File: src/rtl/key_debouncer_pkg.sv
// Shared board timing constants and debounce helpers for the DE0-CV key path.
// Later timer exercises reuse CLK_HZ.
package key_debouncer_pkg;

  localparam int CLK_HZ                  = 50_000_000;
  localparam int DEFAULT_DEBOUNCE_CYCLES = CLK_HZ / 1000;  // 1 ms of stable level

  // Counter width that holds DEBOUNCE_CYCLES-1, never narrower than one bit.
  function automatic int cnt_width(input int cycles);
    return (cycles > 1) ? $clog2(cycles) : 1;
  endfunction

endpackage

File: src/rtl/key_debouncer_if.sv
// Key-conditioning bus: raw active-low keys in; clean levels and one-cycle edge pulses out.
// Pulses are level-qualified strobes with no back-pressure. "release" is a reserved word, hence release_pulse.
interface key_debouncer_if #(
  parameter int N_KEYS = 4
);
  logic [N_KEYS-1:0] key;
  logic [N_KEYS-1:0] pressed;
  logic [N_KEYS-1:0] press;
  logic [N_KEYS-1:0] release_pulse;

  modport master (output key, input pressed, press, release_pulse);
  modport slave  (input key, output pressed, press, release_pulse);
endinterface

File: src/rtl/key_debouncer_cell.sv
// Single-key conditioner: 2-flop synchroniser, stability counter and registered
// pressed level with press/release strobes aligned to the level change.
module key_debounce_cell
  import key_debouncer_pkg::*;
#(
  parameter int DEBOUNCE_CYCLES = DEFAULT_DEBOUNCE_CYCLES
) (
  input  logic clk,
  input  logic reset,
  input  logic key,
  output logic pressed,
  output logic press,
  output logic release_pulse
);

  localparam int                 CNT_W    = cnt_width(DEBOUNCE_CYCLES);
  localparam logic [CNT_W-1:0]   CNT_LAST = CNT_W'(DEBOUNCE_CYCLES - 1);

  logic             s1;
  logic             s2;
  logic             nk;
  logic             terminal;
  logic [CNT_W-1:0] cnt;

  assign nk       = ~s2;
  assign terminal = (nk != pressed) && (cnt == CNT_LAST);

  always_ff @(posedge clk) begin
    if (reset) begin
      s1            <= 1'b1;
      s2            <= 1'b1;
      cnt           <= '0;
      pressed       <= 1'b0;
      press         <= 1'b0;
      release_pulse <= 1'b0;
    end else begin
      s1            <= key;
      s2            <= s1;
      press         <= nk & ~pressed & terminal;
      release_pulse <= ~nk & pressed & terminal;
      // Any sample matching the accepted level restarts the stability run.
      if (nk == pressed) begin
        cnt <= '0;
      end else if (cnt != CNT_LAST) begin
        cnt <= cnt + 1'b1;
      end else begin
        pressed <= nk;
        cnt     <= '0;
      end
    end
  end

endmodule

File: src/rtl/key_debouncer.sv
// N_KEYS independent debounce cells behind the key_debouncer_if slave modport.
module key_debouncer
  import key_debouncer_pkg::*;
#(
  parameter int N_KEYS          = 4,
  parameter int DEBOUNCE_CYCLES = DEFAULT_DEBOUNCE_CYCLES
) (
  input logic             clk,
  input logic             reset,
  key_debouncer_if.slave  bus
);

  for (genvar i = 0; i < N_KEYS; i++) begin : g_key
    key_debounce_cell #(
      .DEBOUNCE_CYCLES(DEBOUNCE_CYCLES)
    ) u_cell (
      .clk          (clk),
      .reset        (reset),
      .key          (bus.key[i]),
      .pressed      (bus.pressed[i]),
      .press        (bus.press[i]),
      .release_pulse(bus.release_pulse[i])
    );
  end

endmodule

File: src/flat_wrapper.sv
// flat-port wrapper written by rule: the top's interface ports become plain ports
module key_debouncer_flat import key_debouncer_pkg::*;
#(
  parameter int N_KEYS          = 4,
  parameter int DEBOUNCE_CYCLES = DEFAULT_DEBOUNCE_CYCLES
)
  (clk, reset, bus_key, bus_pressed, bus_press, bus_release_pulse);
  key_debouncer_if #(.N_KEYS(N_KEYS)) bus_i ();
  input logic clk;
  input logic reset;
  input wire logic [$bits(bus_i.key)-1:0] bus_key;
  output wire logic [$bits(bus_i.pressed)-1:0] bus_pressed;
  output wire logic [$bits(bus_i.press)-1:0] bus_press;
  output wire logic [$bits(bus_i.release_pulse)-1:0] bus_release_pulse;
  assign bus_i.key = bus_key;
  assign bus_pressed = bus_i.pressed;
  assign bus_press = bus_i.press;
  assign bus_release_pulse = bus_i.release_pulse;
  key_debouncer #(.N_KEYS(N_KEYS), .DEBOUNCE_CYCLES(DEBOUNCE_CYCLES)) u_core (.clk(clk), .reset(reset), .bus(bus_i));
endmodule
File: config.mk
export PLATFORM = sky130hd
export DESIGN_NAME = key_debouncer_flat
export DESIGN_NICKNAME = d
export VERILOG_FILES = /design/src/rtl/key_debouncer_pkg.sv /design/src/rtl/key_debouncer_if.sv /design/src/rtl/key_debouncer_cell.sv /design/src/rtl/key_debouncer.sv /design/src/flat_wrapper.sv
export SDC_FILE = /design/constraint.sdc
export NUM_CORES = 1
export LEC_CHECK = 0
export ABC_AREA = 1
export BUFFER_PORTS_ARGS = -buffer_cell sky130_fd_sc_hd__clkbuf_2
export CORE_AREA = 2 2 86 88
export CTS_CLUSTER_SIZE = 24
export DETAILED_ROUTE_END_ITERATION = 12
export DIE_AREA = 0 0 88 90
export MAX_ROUTING_LAYER = met4
export PLACE_DENSITY_LB_ADDON = 0.2
export SYNTH_ARGS = -nofsm -noshare
export SYNTH_HDL_FRONTEND = slang
export SYNTH_SLANG_ARGS = --single-unit
File: constraint.sdc
create_clock -name clk -period 4.2 [get_ports clk]
set_input_delay 0.84 -clock clk [delete_from_list [all_inputs] [get_ports clk]]
set_output_delay 0.84 -clock clk [all_outputs]
set_load 0.01 [all_outputs]
### After elaboration in Yosys (flattened, before gate mapping)

Cells that the tools add are included.

| word-level totals | value |
|---|---|
| register bits after elaboration | 84 |
| input bits | 6 |

| operators by class | value |
|---|---|
| add/sub/neg operators | 4 |
| eq/ne operators | 16 |
| bitwise logic cells | 32 |
| reduce and logical (&&, ||, !) cells | 12 |

Operator list:

| operator | number |
|---|---|
| adder 16 x 1 -> 16 bit (second input constant) | 4 |
| equality test 16 bit (second input constant) | 4 |
| inequality test 16 bit (second input constant) | 4 |
| AND 1 bit | 16 |
| NOT 1 bit | 16 |
| OR reduction 3 bit | 4 |
| AND reduction 2 bit | 4 |
| equality test 1 bit | 4 |
| logical AND 1 bit | 4 |
| inequality test 1 bit | 4 |

### Depth between registers and ports, before layout

| depth | value |
|---|---|
| depth in word-level cells | 4 |
| gate-level depth with buffers | 9 |

### Cells and area by module

A second synthesis with hierarchy kept.

| unflattened totals | value |
|---|---|
| cell total of the unflattened synthesis | 568 |
| area total of the unflattened synthesis | 4053.9 um2 |

By module, submodules not included:

| module | instances | cells each | area each (um2) | seq. area each (um2) |
|---|---|---|---|---|
| key_debounce_cell | 4 | 142 | 1013.5 | 420.4 |

### Least setup slack after synthesis

No wires, ideal clock.

| timing path | value |
|---|---|
| path type | input port to flip-flop |
| start | input port reset |
| end | register u_core.g_key[1].u_cell.cnt[14] |
| setup time | 0.070 ns |
| data arrival time | 1.503 ns |
| path slack | 2.627 ns |
| cell stages on the path | 5 |
| buffers on the path | 2 |
| cell sequence | clkbuf_1 -> nor2_1 -> nand2_4 -> buf_6 -> a21oi_1 |

| between the ends | value |
|---|---|
| word-level cells in the longest chain between the ends | 1 |

Ends and longest elaborated chain:

| element | RTL line | RTL |
|---|---|---|
| from (decl) | flat_wrapper.sv:10 | `input logic reset;` |
| OR reduction 3 bit (no source line) | n/a |  |
| to (signal assigned) | key_debouncer_cell.sv:45 | `cnt <= cnt + 1'b1;` |
| to (decl) | key_debouncer_cell.sv:23 | `logic [CNT_W-1:0] cnt;` |

Every way passes these cells.
A chain may end at the register's enable or synchronous reset.

### Worst setup path in the final report

| timing path | value |
|---|---|
| start | register u_core.g_key[3].u_cell.pressed |
| end | output port bus_pressed[3] |

RTL lines:

| element | RTL line | RTL |
|---|---|---|
| from (decl) | key_debouncer_cell.sv:11 | `output logic pressed,` |
| from (signal assigned) | key_debouncer_cell.sv:47 | `pressed <= nk;` |
| to (decl) | flat_wrapper.sv:12 | `output wire logic [$bits(bus_i.pressed)-1:0] bus_pressed;` |

No word-level cell between the ends.

==> out/metrics.cfg <==
[synth]
ys_ff_latch = 84
syn_area_um2 = 4060
yosysSeqAreaShare_pct = 41.4
synth_edf_count = 0
ys_warn_count = 0
synth.area.top_cells = dfxtp_1 41%, nor2_1 11%, nand2_1 11%
synth_top_area_share_pct = 41.4
synth.most_common_cell = nor2_1
syn_inst = 563
synth_common_cells = 119 x nor2_1, 118 x nand2_1, 84 x dfxtp_1
avgSynthCellArea_um2 = 7.21
async_reset_ff_share_pct = 0
synthDistinctLibCells = 27
syn_nets = 581
synthFlopType = dfxtp_1
synth_area_leader_cell = dfxtp_1

[global_routing]
grt_pass1_vias = 3086
met3_usage_pct = 5.97
antenna_found_initial = 0
grt-ovfl-total = 0
grt_max_degree = 17
gr-usage-met1_pct = 23.8
grt_pass1_wl_um = 12700
grt_usage_pct = 20.3
top_usage_layer = met2
gr-usage-met2_pct = 33.3

[sta]
fin_skew_ps = 6.27
finalCriticalPeriod_ps = 1730
finalMaxSlewViolations = 0
slew_headroom_pct = 80.9
max_freq_mhz = 579
rsz0062_at_grt = false
worst_slew_pin_slew_ps = 286
fin_tns_setup_ps = 0
setup_viol = 0
period_share_pct = 41.1
hold_violations = 0

[setup_path]
reg2reg_to = u_core.g_key[0].u_cell.cnt[0]$_SDFF_PP0_
critical_path.slowest_cell = dfxtp_1
worstPathRequired_ps = 3360
critPathBufInv = 1
cp_top_family = flip-flops
crit_path_end_kind = output port
r2r_start = u_core.g_key[0].u_cell.cnt[0]$_SDFF_PP0_
path_class = flop to output port
max_stage_delay_ps = 380
start_kind = flop
crit_path_max_fanout = 3
crit_chain = clkbuf_2
reg2reg_depth = 6
reg2reg_slack_ps = 2750
arrival_ps = 890

[finish]
area_growth_pct = 6.35
n_antenna_cell = 0
layout.nets = 592
drive_gt1_share_pct = 11.4
design_area_um2 = 4320
post-route-util_pct = 61.5

[worst_hold_path]
worst_hold_path_type = flop to flop
whs_endpoint = u_core.g_key[2].u_cell.s2$_SDFF_PP1_
min_from = u_core.g_key[2].u_cell.s1$_SDFF_PP1_
min_path_cells = 1

[route]
ant_nets = 0
routedWlPerCell_um = 10.4
drtIter0Drc = 111
vias = 3298
dr.pass1.iters = 4
drc = 0
wl_um = 7020
viasPerCell = 4.87

[placed_design]
port-buffer-count = 17
dpl-instance-area_um2 = 4130
hpwl_um = 5140
routabilityCongestion = 0.866

[floorplan]
die_w_um = 88
die_y_um = 90
dieArea_um2 = 7920
start_util_pct = 57.8
io_pins = 18
rows = 31
coreArea_um2 = 7020

[power_and_ir_drop]
ir_drop_mv = 0.188
powerDensity_nw_per_um2 = 318
p_total_mw = 1.37
leakage_nw = 1.49

[clocking]
postCtsSetupRepairBufs = 0
clk_pin_slew_ps = 80
clk_latency_ps = 350
ctsHoldBuffers = 0
cts.sinks = 84
cts_resized = 0
htreeDepth = 3
numCtsBuffers = 9
clk_path_buf_depth = 2
root_buffer = clkbuf_8
cts_tree = built

[status]
status = completed

[flow_run]
drv_cap = 0

## routing by layer
layer / vias to the layer above / wire [um]
li1: 1767 / -
met1: 1485 / 3350
met2: 38 / 3350
met3: 8 / 234
met4: 0 / 82
met5: - / 0
## sequential cells by signal, indices dropped and copies added (netlist names)
signal,count
u_core.g_key.u_cell.pressed,4
u_core.g_key.u_cell.s2,4
u_core.g_key.u_cell.press,4
u_core.g_key.u_cell.release_pulse,4
u_core.g_key.u_cell.cnt,64
u_core.g_key.u_cell.s1,4
## layout by cell type (no fill, tap or decap)
cell type | netlist | routed
nand3b_1 | 2 | 2
o21ai_0 | 6 | 6
nor2_2 | 8 | 8
clkbuf_1 | 1 | 1
nand2_4 | 3 | 3
xnor2_1 | 8 | 8
clkinv_1 | 1 | 1
nand3_1 | 28 | 28
clkbuf_8 | 0 | 13
nand3_4 | 1 | 1
dfxtp_1 | 84 | 84
nand2_2 | 5 | 5
ha_1 | 12 | 12
nand2_1 | 118 | 118
or2_0 | 4 | 4
xor2_1 | 15 | 15
inv_1 | 63 | 63
nor2_1 | 119 | 119
nor2_4 | 1 | 1
or2_2 | 13 | 13
nor3_1 | 4 | 4
a21oi_2 | 1 | 1
nand4_1 | 19 | 19
nand3_2 | 3 | 3
clkinv_2 | 0 | 1
a21oi_1 | 27 | 27
o21bai_1 | 1 | 1
clkbuf_2 | 0 | 17
## cells by family after synthesis
family          after synthesis  synth area share (%)
simple gates                328                  36.1
flops                        84                  41.4
compound gates               35                  4.47
xor+xnor                     23                  4.96
fa+ha+maj                    12                  3.70
buf+inv                      81                  9.34
## per-stage QoR
step	hold WS, ps	setup slack (ps)	std cells
5_1_grt	435	2420	677
2_1_floorplan	389	2630	563
3_5_place_dp	395	2340	662
6_report	411	2470	677
4_1_cts	413	2450	677
3_3_place_gp	391	2400	662
## layout make-up
class / count / area [um2]
Fill cell: 647 / 2710
Clock buffer: 14 / 183
Clock inverter: 1 / 5.00
Timing Repair Buffer: 17 / 85.1
Tap cell: 99 / 124
Multi-Input combinational cell: 398 / 2000
Sequential cell: 84 / 1680
Inverter: 64 / 240
## power breakdown
| part | internal (mW) | switching, mW |
|---|---|---|
| logic | 0.00767 | 0.0134 |
| registers | 0.800 | 0.00257 |
| clock network | 0.276 | 0.273 |
| total | 1.08 | 0.289 |
## worst max-delay path by stage
stage | from | endpoint | cells past startpoint
6_report | u_core.g_key[3].u_cell.pressed$_SDFFE_PP0P_ | bus_pressed[3] | 1
3_5_place_dp | reset | u_core.g_key[3].u_cell.cnt[10]$_SDFF_PP0_ | 4
3_3_place_gp | reset | u_core.g_key[3].u_cell.cnt[10]$_SDFF_PP0_ | 4
5_1_grt | u_core.g_key[2].u_cell.pressed$_SDFFE_PP0P_ | bus_pressed[2] | 1
4_1_cts | u_core.g_key[3].u_cell.pressed$_SDFFE_PP0P_ | bus_pressed[3] | 1
2_1_floorplan | reset | u_core.g_key[1].u_cell.cnt[14]$_SDFF_PP0_ | 5
No activity file was read; power rests on OpenSTA's default activity.
